File: config.mk
export PLATFORM = sky130hd
export DESIGN_NAME = down_timer
export DESIGN_NICKNAME = d
export VERILOG_FILES = /design/src/rtl/timer_pkg.sv /design/src/rtl/cnt_dn.sv /design/src/rtl/down_timer.sv
export SDC_FILE = /design/constraint.sdc
export NUM_CORES = 1
export LEC_CHECK = 0
export ABC_CLOCK_PERIOD_IN_PS = 2540
export BUFFER_PORTS_ARGS = -buffer_cell sky130_fd_sc_hd__buf_2
export CAP_MARGIN = 20
export CORE_ASPECT_RATIO = 1.1
export CORE_MARGIN = 2
export CORE_UTILIZATION = 40
export CTS_BUF_LIST = sky130_fd_sc_hd__clkbuf_8
export DETAILED_ROUTE_END_ITERATION = 8
export PLACE_DENSITY = 0.72
export RECOVER_POWER = 25
export SETUP_SLACK_MARGIN = 0.05
export SYNTH_ARGS = -nofsm -noshare
export SYNTH_HDL_FRONTEND = slang
export SYNTH_HIERARCHICAL = 1
export SYNTH_SLANG_ARGS = --single-unit
export TNS_END_PERCENT = 1
File: constraint.sdc
create_clock -name clk -period 2.54 [get_ports clk]
set_clock_uncertainty 0.1 [all_clocks]
set_input_delay 0.508 -clock clk [delete_from_list [all_inputs] [get_ports clk]]
set_output_delay 0.508 -clock clk [all_outputs]
set_load 0.01 [all_outputs]
File: src/rtl/timer_pkg.sv
// Shared state encoding for the down_timer FSM.
package timer_pkg;

    localparam int ST_W = 2;

    typedef logic [ST_W-1:0] state_t;

    localparam state_t ST_IDLE = 2'd0;
    localparam state_t ST_RUN  = 2'd1;
    localparam state_t ST_DONE = 2'd2;

endpackage

File: src/rtl/cnt_dn.sv
// WIDTH-bit down counter with sync clear, load and gated decrement.
// Also provides zero and one flags for the controlling FSM.
module cnt_dn #(
    parameter int WIDTH = 8
) (
    input  logic             clk,
    input  logic             rst,
    input  logic             i_ld,
    input  logic [WIDTH-1:0] i_ld_val,
    input  logic             i_dec,
    output logic [WIDTH-1:0] o_cnt,
    output logic             o_zero,
    output logic             o_one
);

    logic [WIDTH-1:0] r_cnt;

    // The zero guard keeps the count from ever wrapping below 0.
    always_ff @(posedge clk) begin
        if (rst) begin
            r_cnt <= '0;
        end else if (i_ld) begin
            r_cnt <= i_ld_val;
        end else if (i_dec && (r_cnt != '0)) begin
            r_cnt <= r_cnt - WIDTH'(1);
        end
    end

    assign o_cnt  = r_cnt;
    assign o_zero = (r_cnt == '0);
    assign o_one  = (r_cnt == WIDTH'(1));

endmodule

File: src/rtl/down_timer.sv
// Loadable down-counting timer with reload register, optional auto-reload,
// busy while running and a one-cycle done pulse on expiry.
module down_timer
    import timer_pkg::*;
#(
    parameter int WIDTH = 8,
    parameter int HIGH  = WIDTH - 1
) (
    input  logic        clk,
    input  logic        rst,
    input  logic        ld,
    input  logic [HIGH:0] in,
    input  logic        start,
    input  logic        stop,
    input  logic        dec,
    input  logic        auto,
    output logic [HIGH:0] out,
    output logic        busy,
    output logic        done
);

    state_t        r_state;
    state_t        w_state_nxt;
    logic [HIGH:0] r_reload;

    logic          w_cnt_ld;
    logic [HIGH:0] w_cnt_val;
    logic          w_cnt_dec;
    logic [HIGH:0] w_cnt;
    logic          w_cnt_zero;
    logic          w_cnt_one;

    cnt_dn #(
        .WIDTH (HIGH + 1)
    ) u_cnt (
        .clk      (clk),
        .rst      (rst),
        .i_ld     (w_cnt_ld),
        .i_ld_val (w_cnt_val),
        .i_dec    (w_cnt_dec),
        .o_cnt    (w_cnt),
        .o_zero   (w_cnt_zero),
        .o_one    (w_cnt_one)
    );

    always_ff @(posedge clk) begin
        if (rst) begin
            r_state  <= ST_IDLE;
            r_reload <= '0;
        end else begin
            r_state <= w_state_nxt;
            if (ld) begin
                r_reload <= in;
            end
        end
    end

    // Next state and counter control; priority ld > stop > start > dec.
    always_comb begin
        w_state_nxt = r_state;
        w_cnt_ld    = 1'b0;
        w_cnt_val   = in;
        w_cnt_dec   = 1'b0;
        unique case (r_state)
            ST_IDLE: begin
                if (ld) begin
                    w_cnt_ld = 1'b1;
                end else if (stop) begin
                    w_state_nxt = ST_IDLE;
                end else if (start) begin
                    w_state_nxt = w_cnt_zero ? ST_DONE : ST_RUN;
                end
            end
            ST_RUN: begin
                if (ld) begin
                    w_cnt_ld    = 1'b1;
                    w_state_nxt = ST_IDLE;
                end else if (stop) begin
                    w_state_nxt = ST_IDLE;
                end else if (dec) begin
                    w_cnt_dec = 1'b1;
                    if (w_cnt_one) begin
                        w_state_nxt = ST_DONE;
                    end
                end
            end
            ST_DONE: begin
                w_state_nxt = ST_IDLE;
                if (ld) begin
                    w_cnt_ld = 1'b1;
                end else if (!stop && auto && (r_reload != '0)) begin
                    // A zero reload falls through to IDLE so the block cannot spin.
                    w_cnt_ld    = 1'b1;
                    w_cnt_val   = r_reload;
                    w_state_nxt = ST_RUN;
                end
            end
            default: begin
                w_state_nxt = ST_IDLE;
            end
        endcase
    end

    always_comb begin
        busy = (r_state == ST_RUN);
        done = (r_state == ST_DONE);
        out  = w_cnt;
    end

endmodule
==> results.md <==
- R2R cell count: 6
- Worst stage delay on the critical path: 0.46 ns
- DR vias: just over 1,000
- Synthesized area: roughly 1100 um^2
- Static Leakage: 0.5417 nW
- Fin crit share: 84.41%
- Async S/R FF share, synth: 0%
- RSZ-0062 raised after global routing: no
- Sequential share of the synthesized area: 33.41%
- CP Data Arrival Time: 2.21 ns
- 1st-pass router iterations: 4
- Skew-Pair Late Insertion Delay: 0.26 ns
- HP Class: input pin to flip-flop
- Post-Syn Nets: 136
- Die ar.: about 3100 um^2
- Port bufs: 24
- Critical-path maximum fanout: 8
- Layout cell share with drive strength beyond 1: 29.45%
- Fmax: 0.4664 GHz
- Top Ports: 25
- Top FF cell, synth: dfxtp_1
- Crit path max-delay family: simple AND/OR/NAND/NOR gates
- Endpoints failing setup: 0
- Row Count: 19
- Startpoint types: flip-flop
- Final nets: 165
- Bufs on Longest Clock Path: 2
- Iter 0 DRT Violations: 22
- Crit. End Element: flip-flop
- Area growth, synth to finish: 21.35%
- WL/cell: 14.32 um
- Core box area: between 2000 and 3000 um^2
- Synthesized flop and latch total: 18
- Initial Util: a little over two fifths
- Routability cong.: 0.8823
- H-tree levels: 1
- EDFF count, synth: 0
- Max stage delay cell, worst path: dfxtp_1
- P_int: 0.5024 mW
- Syn Inst Count: between 100 and 150
- Multi-input logic area: approximately 690 um^2
- Setup bufs post-CTS: 0
- R2R Setup Slk: 0.40 ns
- Slew @ Worst Pin: 0.6605 ns
- Global route total overflow: 0
- Fin crit period: 2.144 ns
- Worst setup path category: flip-flop to flip-flop
- Worst r2r src: r_state[0]$_SDFFE_PP0P_
- Worst path buffer plus inverter count: 1
- Pwr dens: ~530 nW/um^2
- P_sw: between 0.15 and 0.2 mW
- Setup TNS: 0 ns
- Req. time, crit path: 2.61 ns
- Final ANT Viol Nets: 0
- Residual DRC: 0
- Synth area leaders: dfxtp_1 33%, mux2i_1 8.4%, mux2_2 8.4%, nor2_1 5.9%, a211oi_1 4.2%
- Die height: 58.46 um
- Logic pwr share: 19.4%
- Reg clk slew, reported paths: 0.07 ns
- Storage cell area: between 300 and 400 um^2
- Largest net degree at the start of global routing: 18
- Clock root buffer master: clkbuf_8
- Synth top area share: 33.41%
- DP Wirelength: ~1.9 mm
- Final Hold Viols: 0
- Crit-path cells: nor4b_1 > and2_1 > inv_1 > a21oi_2 > nand4_1 > a311oi_2
- Post-CTS Hold Fix Bufs: 0
- CTS tree: built
- Yosys Warn Count: 6
- Post-CTS resize count: 0
- Number of clock sinks: 18
- ANT cells: 0
- Slew Limit Headroom: 55.96%
- Vias per Instance: 5.701
- Vias in the first global route: a little over 900
- Worst hold stages: 3
- Number of max-cap violations: 0
- Initial antenna violation count: 0
- Overall global routing resource usage: 18.05%
- Hold path start: in[5]
- Sw frac: 27.88%
- First-pass GRT wire length: 4.126 mm
- Mean Syn Cell Area: 9.140 um^2
- Max-slew violations: 0
- Peak supply drop: 0.3267 mV
- TritonCTS buffer count: 3
- Routed WL: about 2.5 mm
- Status: finished, final reports clean
- Worst Hold Path EP: r_reload[5]$_SDFFE_PP0P_
- Die W: approximately 54 um
- Seq pwr share: 46.2%
- Layout fillers: ~270
- Yosys top cell by area: dfxtp_1
- Final core occ: 51.94%
- Clock power frac: approximately a third
- Netlist cell types: 39
- Worst reg2reg path endpoint: u_cnt/o_cnt[5]$_SDFFE_PP0P_
==> per-layer routing <==
| metal | share of wire (%) | wire length, um | GRT usage (%) |
|---|---|---|---|
| met1 | 45 | 1146 | 23.53 |
| met2 | 48 | 1214 | 26.63 |
| met3 | 3.7 | 94 | 2.538 |
| met4 | 3.1 | 78 | 13.55 |
| met5 | 0 | 0 | 0 |
==> layout make-up <==
type / instances / area share, %
multi-input combinational: 91 / 52.77
sequential: 18 / 27.53
timing repair buffer: 28 / 11.09
clock buffer: 4 / 4.206
tap: 31 / 2.964
inverter: 5 / 1.434
==> cells in the mapped netlist, drive strengths merged, types with 2 or more instances <==
cell type	instances
inv	5
a21oi	5
xnor2	3
clkbuf	3
a211oi	7
nor2	17
dfxtp	18
mux2i	9
nor4	6
nor2b	4
mux2	8
and2	2
nor3	3
ha	3
nand2	4
==> worst reg2reg max path, cell delays in order, from the launching register on <==
cell and delay (ns):
dfxtp_1 0.46, nor4b_1 0.45, and2_1 0.26, inv_1 0.10
a21oi_2 0.27, nand4_1 0.16, a311oi_2 0.26
==> worst max path at each step <==
stage,to,slack (ns),cells past startpoint,startpoint
finish,u_cnt/o_cnt[5]$_SDFFE_PP0P_,0.40,6,r_state[0]$_SDFFE_PP0P_
global route,u_cnt/o_cnt[3]$_SDFFE_PP0P_,0.16,6,r_state[0]$_SDFFE_PP0P_
CTS,u_cnt/o_cnt[3]$_SDFFE_PP0P_,0.22,6,r_state[1]$_SDFFE_PP0P_
detailed placement,u_cnt/o_cnt[3]$_SDFFE_PP0P_,0.12,7,auto
global placement,u_cnt/o_cnt[4]$_SDFFE_PP0P_,0.23,7,ld
floorplan,u_cnt/o_cnt[7]$_SDFFE_PP0P_,0.44,5,ld
==> flip-flops by register name (all words and copies together), names as in the netlist <==
name / count
r_state: 2
r_reload: 8
u_cnt/o_cnt: 8
==> power groups by stage <==
stage                     Sequential (mW)  Clock [mW]  Combinational, mW
after detailed placement            0.328           0              0.134
after floorplan                     0.328           0             0.0847
after global placement              0.327           0              0.131
after CTS                           0.322       0.246              0.135
after global routing                0.325       0.257              0.148
final                               0.322       0.239              0.135
==> logic make-up after synthesis <==
group / count (synthesis) / share of synthesized area (%)
XOR/XNOR: 3 / 2.437
flip-flops: 18 / 33.41
AO/OA/AOI/OAI: 22 / 17.05
multiplexers: 17 / 16.71
buffers and inverters: 9 / 3.132
adder cells (fa/ha/maj): 3 / 3.481
AND/OR/NAND/NOR: 46 / 23.78
==> stage by stage <==
| step | instances | hold WS, ns | total power, mW | cell area (um^2) | setup slack [ns] |
|---|---|---|---|---|---|
| global route | 177 | 0.4041 | 0.7299 | 1309 | 0.1646 |
| detailed placement | 173 | 0.4140 | 0.4624 | 1252 | 0.1209 |
| CTS | 177 | 0.3958 | 0.7027 | 1308 | 0.2233 |
| finish | 177 | 0.3948 | 0.6966 | 1309 | 0.3961 |
| floorplan | 118 | 0.3780 | 0.4124 | 1079 | 0.4415 |
| global placement | 173 | 0.3941 | 0.4580 | 1252 | 0.2317 |
==> cells in the final DEF (no fill, tap or decap), types with 2 or more instances in the layout <==
cell      count
a211oi_1      6
a21oi_1       4
and2_1        2
buf_2        23
buf_4         3
clkbuf_1      2
clkbuf_8      4
dfxtp_1      18
ha_1          3
inv_1         5
mux2_2        8
mux2i_1       9
nand2_1       4
nor2_1       17
nor2b_1       4
nor3_1        3
nor4_1        5
xnor2_1       3
Power figures use the tool's default switching activity.
